==> config.mk <==
export PLATFORM = sky130hd
export DESIGN_NAME = tiny8_mem_bridge
export DESIGN_NICKNAME = d
export VERILOG_FILES = /design/src/rtl/tiny8_mem_bridge.sv
export SDC_FILE = /design/constraint.sdc
export NUM_CORES = 1
export LEC_CHECK = 0
export ABC_AREA = 1
export BUFFER_PORTS_ARGS = -buffer_cell sky130_fd_sc_hd__buf_2
export CORE_MARGIN = 5
export CORE_UTILIZATION = 30
export DETAILED_ROUTE_END_ITERATION = 12
export PLACE_DENSITY_LB_ADDON = 0.12
export SKIP_CTS_REPAIR_TIMING = 1
export SLEW_MARGIN = 20
export SYNTH_ARGS = -nofsm -noshare
export SYNTH_HDL_FRONTEND = slang
export SYNTH_SLANG_ARGS = --single-unit
==> constraint.sdc <==
create_clock -name clk -period 2.3 [get_ports clk]
set_clock_uncertainty 0.15 [all_clocks]
set_input_delay 0.115 -clock clk [delete_from_list [all_inputs] [get_ports clk]]
set_output_delay 0.115 -clock clk [all_outputs]
set_load 0.02 [all_outputs]
==> src/rtl/tiny8_mem_bridge.sv <==
// Memory-side stage of the tiny8 core: turns held read/write strobes into a
// registered req/ack bus transaction with a wait-state timeout.
module tiny8_mem_bridge #(
  parameter int WIDTH   = 8,
  parameter int TIMEOUT = 16
) (
  input  logic             clk,
  input  logic             rst,
  input  logic             mem_read,
  input  logic             mem_write,
  input  logic [WIDTH-1:0] mem_address,
  input  logic [WIDTH-1:0] mem_wdata,
  output logic [WIDTH-1:0] mem_rdata,
  output logic             mem_resp,
  output logic             err,
  input  logic             err_clr,
  output logic             bus_req,
  output logic             bus_we,
  output logic [WIDTH-1:0] bus_addr,
  output logic [WIDTH-1:0] bus_wdata,
  input  logic             bus_ack,
  input  logic [WIDTH-1:0] bus_rdata
);

  localparam int CW = (TIMEOUT < 1) ? 1 : $clog2(TIMEOUT + 1);
  localparam logic [CW-1:0] LAST = CW'((TIMEOUT > 0) ? TIMEOUT - 1 : 0);

  typedef enum logic [1:0] {IDLE, REQ, RESP} state_t;

  state_t        state;
  logic [CW-1:0] count;

  always_ff @(posedge clk or posedge rst) begin
    if (rst) begin
      state     <= IDLE;
      count     <= '0;
      bus_req   <= 1'b0;
      bus_we    <= 1'b0;
      bus_addr  <= '0;
      bus_wdata <= '0;
      mem_rdata <= '0;
      mem_resp  <= 1'b0;
      err       <= 1'b0;
    end else begin
      mem_resp <= 1'b0;
      // A timeout later in this block overrides the clear, so set wins.
      if (err_clr)
        err <= 1'b0;
      case (state)
        IDLE: begin
          if (mem_write || mem_read) begin
            bus_addr  <= mem_address;
            bus_we    <= mem_write;
            bus_wdata <= mem_wdata;
            bus_req   <= 1'b1;
            count     <= '0;
            state     <= REQ;
          end
        end
        REQ: begin
          if (bus_ack) begin
            bus_req  <= 1'b0;
            mem_resp <= 1'b1;
            if (!bus_we)
              mem_rdata <= bus_rdata;
            state <= RESP;
          end else if (TIMEOUT > 0 && count == LAST) begin
            bus_req  <= 1'b0;
            mem_resp <= 1'b1;
            err      <= 1'b1;
            if (!bus_we)
              mem_rdata <= '1;
            state <= RESP;
          end else if (count != '1) begin
            count <= count + 1'b1;
          end
        end
        RESP: begin
          state <= IDLE;
        end
        default: begin
          state   <= IDLE;
          bus_req <= 1'b0;
        end
      endcase
    end
  end

endmodule

# After elaboration in Yosys (flattened, before gate mapping)
# Index checks and enable logic that the tools add are counted.
dict set report op_classes {
  n_addsub 1
  n_eq_ne 11
  n_mux 24
  n_bitwise 1
  reduce_logical 9
}
# op n
set op_table {}
lappend op_table {{$mux 8} 4}
lappend op_table {{$mux 5} 4}
lappend op_table {{$ne 2x2->1 const B} 6}
lappend op_table {{$mux 1} 10}
lappend op_table {{$pmux 5 s2} 1}
lappend op_table {{$mux 2} 3}
lappend op_table {{$add 5x1->5 const B} 1}
lappend op_table {{$eq 5x4->1 const B} 1}
lappend op_table {{$ne 5x5->1 const B} 1}
lappend op_table {{$reduce_and 5->1} 1}
lappend op_table {{$pmux 2 s2} 1}
lappend op_table {{$reduce_and 2->1} 2}
lappend op_table {{$reduce_and 4->1} 1}
lappend op_table {{$reduce_bool 2->1} 2}
lappend op_table {{$ne 3x3->1 const B} 1}
lappend op_table {{$pmux 1 s3} 1}
lappend op_table {{$reduce_and 3->1} 1}
lappend op_table {{$eq 2x1->1 const B} 1}
lappend op_table {{$eq 2x2->1 const B} 1}
lappend op_table {{$logic_not 2->1} 1}
lappend op_table {{$logic_or 1x1->1} 1}
lappend op_table {{$not 1->1} 1}
dict set report totals {
  reg_bits 35
  input_bits 30
  output_inout_bits 28
  wordCells 55
}

# Logic depth before layout (Yosys ltp)
dict set report depth {
  depth_word 5
  mapped_depth 10
  mapped_depth_nobuf 10
}

# Least setup slack after synthesis
# Ideal clock, no wire load.
dict set report synth_timing {
  path_kind {flip-flop to flip-flop}
  from {register count[0]}
  to {register mem_rdata[0]}
  setup_ns 0.074
  t_arrival_ns 1.631
  t_required_ns 2.076
  slack_ns 0.445
  stages_incl_launch_ff 11
  path_buffers 1
  period_less_slack_ns 1.855
  path_cell_list {dfrtp_1 ha_1 nand2_1 nor2_1 ha_1 nor2_1 nor2_4 nand2_2 buf_6 nand2_1 o21ai_2}
}
dict set report synth_via {
  elab_chain_cells 3
}
# element line
set synth_rtl {}
lappend synth_rtl {{start: declaration} 31} ;# logic [CW-1:0] count;
lappend synth_rtl {{start signal: assignment} 75} ;# count <= count + 1'b1;
lappend synth_rtl {{$eq 5x4->1 *} 67} ;# end else if (TIMEOUT > 0 && count == LAST) begin
lappend synth_rtl {{$ne 2x2->1 (no line) / $reduce_bool 2->1 (equally long branches)} -}
lappend synth_rtl {{$reduce_and 4->1 (no line) *} -}
lappend synth_rtl {{end signal: assignment} 65} ;# mem_rdata <= bus_rdata;
lappend synth_rtl {{end: declaration} 13} ;# output logic [WIDTH-1:0] mem_rdata,
# Mark *: on every way between the ends. The rest lies on a longest branch, timed or not.
# A chain may end at the register's enable or synchronous reset.

# Worst setup path after layout
dict set report layout_timing {
  from {register count[0]}
  to {register mem_rdata[5]}
}
# Same word-level chain as after synthesis.

==> flow_metrics.env <==
export IMPL_register_area_um2=876
export IMPL_drv_cap=0
export IMPL_pin_count=58
export IMPL_clkLatencyLatePin_ns=0.28
export IMPL_slew_headroom_pct=62.8
export IMPL_ys_types=17
export IMPL_vdd_drop_max_v=0.000459
export IMPL_syn_area_um2=1560
export IMPL_start_kind="flip-flop"
export IMPL_die_w_um=82.2
export IMPL_holdPathStages=3
export IMPL_firstDrtPassIters=4
export IMPL_yosysSeqAreaShare_pct=56.0
export IMPL_critPathRequiredTime_ns=2.36
export IMPL_synth_xor_area_share_pct=0
export IMPL_grt_overflow=0
export IMPL_multi_input_area_um2=594
export IMPL_vias=1423
export IMPL_synth_mux_area_share_pct=0
export IMPL_dr_first_iter_drc_count=46
export IMPL_synth_top_family_by_area="simple AND/OR/NAND/NOR gates"
export IMPL_cts_max_path_buffers=2
export IMPL_yosys_area_share_adder_pct=2.40
export IMPL_syn_area_per_cell_um2=8.59
export IMPL_cts_sinks=35
export IMPL_start_util_pct=30.8
export IMPL_cts_tree="yes"
export IMPL_wl_mm=3.84
export IMPL_fillers=509
export IMPL_timing_final_crit_share_pct=89.9
export IMPL_drcViolationCount=0
export IMPL_synth_compound_area_share_pct=6.64
export IMPL_syn2layout_area_growth_pct=47.8
export IMPL_worst_pin_slew_ns=0.556
export IMPL_hold_start="bus_ack"
export IMPL_p_per_area_nw_per_um2=1210
export IMPL_port_buffers=57
export IMPL_setup_tns_final_ns=0
export IMPL_grt_usage_pct=11.3
export IMPL_via_per_inst=4.16
export IMPL_pwr_share_seq_pct=37.0
export IMPL_place_gp_congestion=0.759
export IMPL_combPwrFrac_pct=43.3
export IMPL_clkSlewWorstSetupHoldPaths_ns=0.07
export IMPL_layout_min_cycle_time_ns=2.07
export IMPL_synth_net_count=215
export IMPL_setup_worst_path_end_class="flip-flop"
export IMPL_n_antenna_cell=0
export IMPL_fmax_mhz=483
export IMPL_htreeDepth=2
export IMPL_slew_violations=0
export IMPL_setup_viol=0
export IMPL_finalHoldViolations=0
export IMPL_grt_start_max_net_pins=36
export IMPL_cts_buffers_inserted=5
export IMPL_dp_hpwl_mm=2.49
export IMPL_clock_power_share_pct=19.6
export IMPL_grt_first_pass_wirelength_mm=5.84
export IMPL_p_leak_nw=1.25
export IMPL_hold_path_class="input pin to flip-flop"
export IMPL_synth_seq_cells=35
export IMPL_wl_per_cell_um=11.2
export IMPL_num_rows=26
export IMPL_worstRegToRegCells=9
export IMPL_mostFrequentLayoutCells="nand2_1, buf_2, dfrtp_1"
export IMPL_drtAntennaViolNets=0
export IMPL_crit_type="flip-flop to flip-flop"
export IMPL_power_switching_mw=1.17
export IMPL_r2r_slack_ns=0.23
export IMPL_synth_simple_area_share_pct=29.0
export IMPL_yosys_warnings=0
export IMPL_status="complete, no violations"
export IMPL_drive_gt1_share_pct=29.8
export IMPL_p_total_mw=2.79
export IMPL_fp_dieArea_um2=6760
export IMPL_nNetsFinal=304
export IMPL_r2r_start="count[0]"
export IMPL_final_common_cell="nand2_1"
export IMPL_clockRootBuffer="clkbuf_8"
export IMPL_switching_share_pct=41.8
export IMPL_reg2reg_to="mem_rdata[5]"
export IMPL_worstPathMaxFanout=16
export IMPL_grt_antenna_before_repair=0
export IMPL_dieHeight_um=82.2
export IMPL_synthCells=182
export IMPL_core_area_um2=5070
export IMPL_intPower_mw=1.63
export IMPL_rsz0062_at_grt="false"
export IMPL_cp_data_arrival_time_ns=2.13
export IMPL_holdPathEnd="state[1]"
export IMPL_grt_pass1_vias=1293
[routing by layer]
metal	GRT usage [%]	wire length, um	vias up
met3	4.01	248	6
met5	0	0	-
met2	17.4	1800	47
li1	-	-	749
met1	14.5	1740	621
met4	3.99	47	0
[sequential cells by signal, indices dropped and copies added (netlist names)]
signal     count
bus_addr       8
bus_wdata      8
mem_rdata      8
count          5
state          2
bus_req        1
bus_we         1
err            1
mem_resp       1
[worst max-delay path by stage]
| stage | startpoint | endpoint | slack (ns) |
|---|---|---|---|
| 6_report | count[0] | mem_rdata[5] | 0.23 |
| 5_1_grt | count[0] | mem_rdata[5] | 0.04 |
| 4_1_cts | count[0] | mem_rdata[5] | 0.22 |
| 3_5_place_dp | count[0] | mem_rdata[5] | 0.23 |
| 3_3_place_gp | count[0] | mem_rdata[4] | 0.30 |
| 2_1_floorplan | count[0] | mem_rdata[0] | 0.44 |
[power groups by stage]
stage	Combinational [mW]	Clock, mW	Sequential [mW]
detailed placement	1.19	0	1.04
global placement	1.19	0	1.05
global route	1.35	0.600	1.07
floorplan	0.523	0	1.32
CTS	1.19	0.571	1.04
finish	1.21	0.548	1.03
[per-stage QoR]
step / instances / hold slack, ns / util, % / cell area, um^2 / setup slack (ns)
2_1_floorplan: 182 / 0.0614 / - / 1560 / 0.445
3_3_place_gp: 307 / 0.0957 / 38.0 / 1930 / 0.295
3_5_place_dp: 307 / 0.0980 / 38.0 / 1930 / 0.232
4_1_cts: 315 / -0.214 / 40.2 / 2040 / 0.220
5_1_grt: 342 / 0.0480 / 45.6 / 2310 / 0.0428
6_report: 342 / 0.0336 / 45.6 / 2310 / 0.231
[worst max-delay path, cell delays in order (launching register included)]
cell and delay, ns:
dfrtp_1 0.42, ha_1 0.23, nand2_1 0.08, nor2_1 0.06
ha_1 0.20, nor2_1 0.29, nor2_4 0.07, nand2_2 0.30
nand2_1 0.13, o21ai_2 0.07
[logic make-up (layout without fill, tap and decap cells)]
group,count (synthesis),after routing
buffers and inverters,22,112
flip-flops,35,35
adder cells (fa/ha/maj),3,3
AO/OA/AOI/OAI,14,14
AND/OR/NAND/NOR,108,108
[synthesized netlist by cell type]
cell type	instances	area, um^2
a21oi_1	2	10.0
buf_2	3	15.0
buf_6	1	11.3
clkbuf_1	1	3.75
clkinv_1	1	3.75
dfrtp_1	35	876
ha_1	3	37.5
inv_1	16	60.1
nand2_1	65	244
nand2_2	2	12.5
nand3_1	22	110
nand4_1	2	12.5
nor2_1	15	56.3
nor2_2	1	6.26
nor2_4	1	11.3
o21ai_0	3	15.0
o21ai_2	9	78.8
[cell type report]
class	count	area share, %
inverters	17	2.76
clock buffers	5	2.98
clock inverters	3	1.89
multi-input cells	125	25.7
well taps	70	3.79
flip-flops and latches	35	37.9
repair buffers	87	25.0
Note: power is estimated with default switching activity, not from simulation.
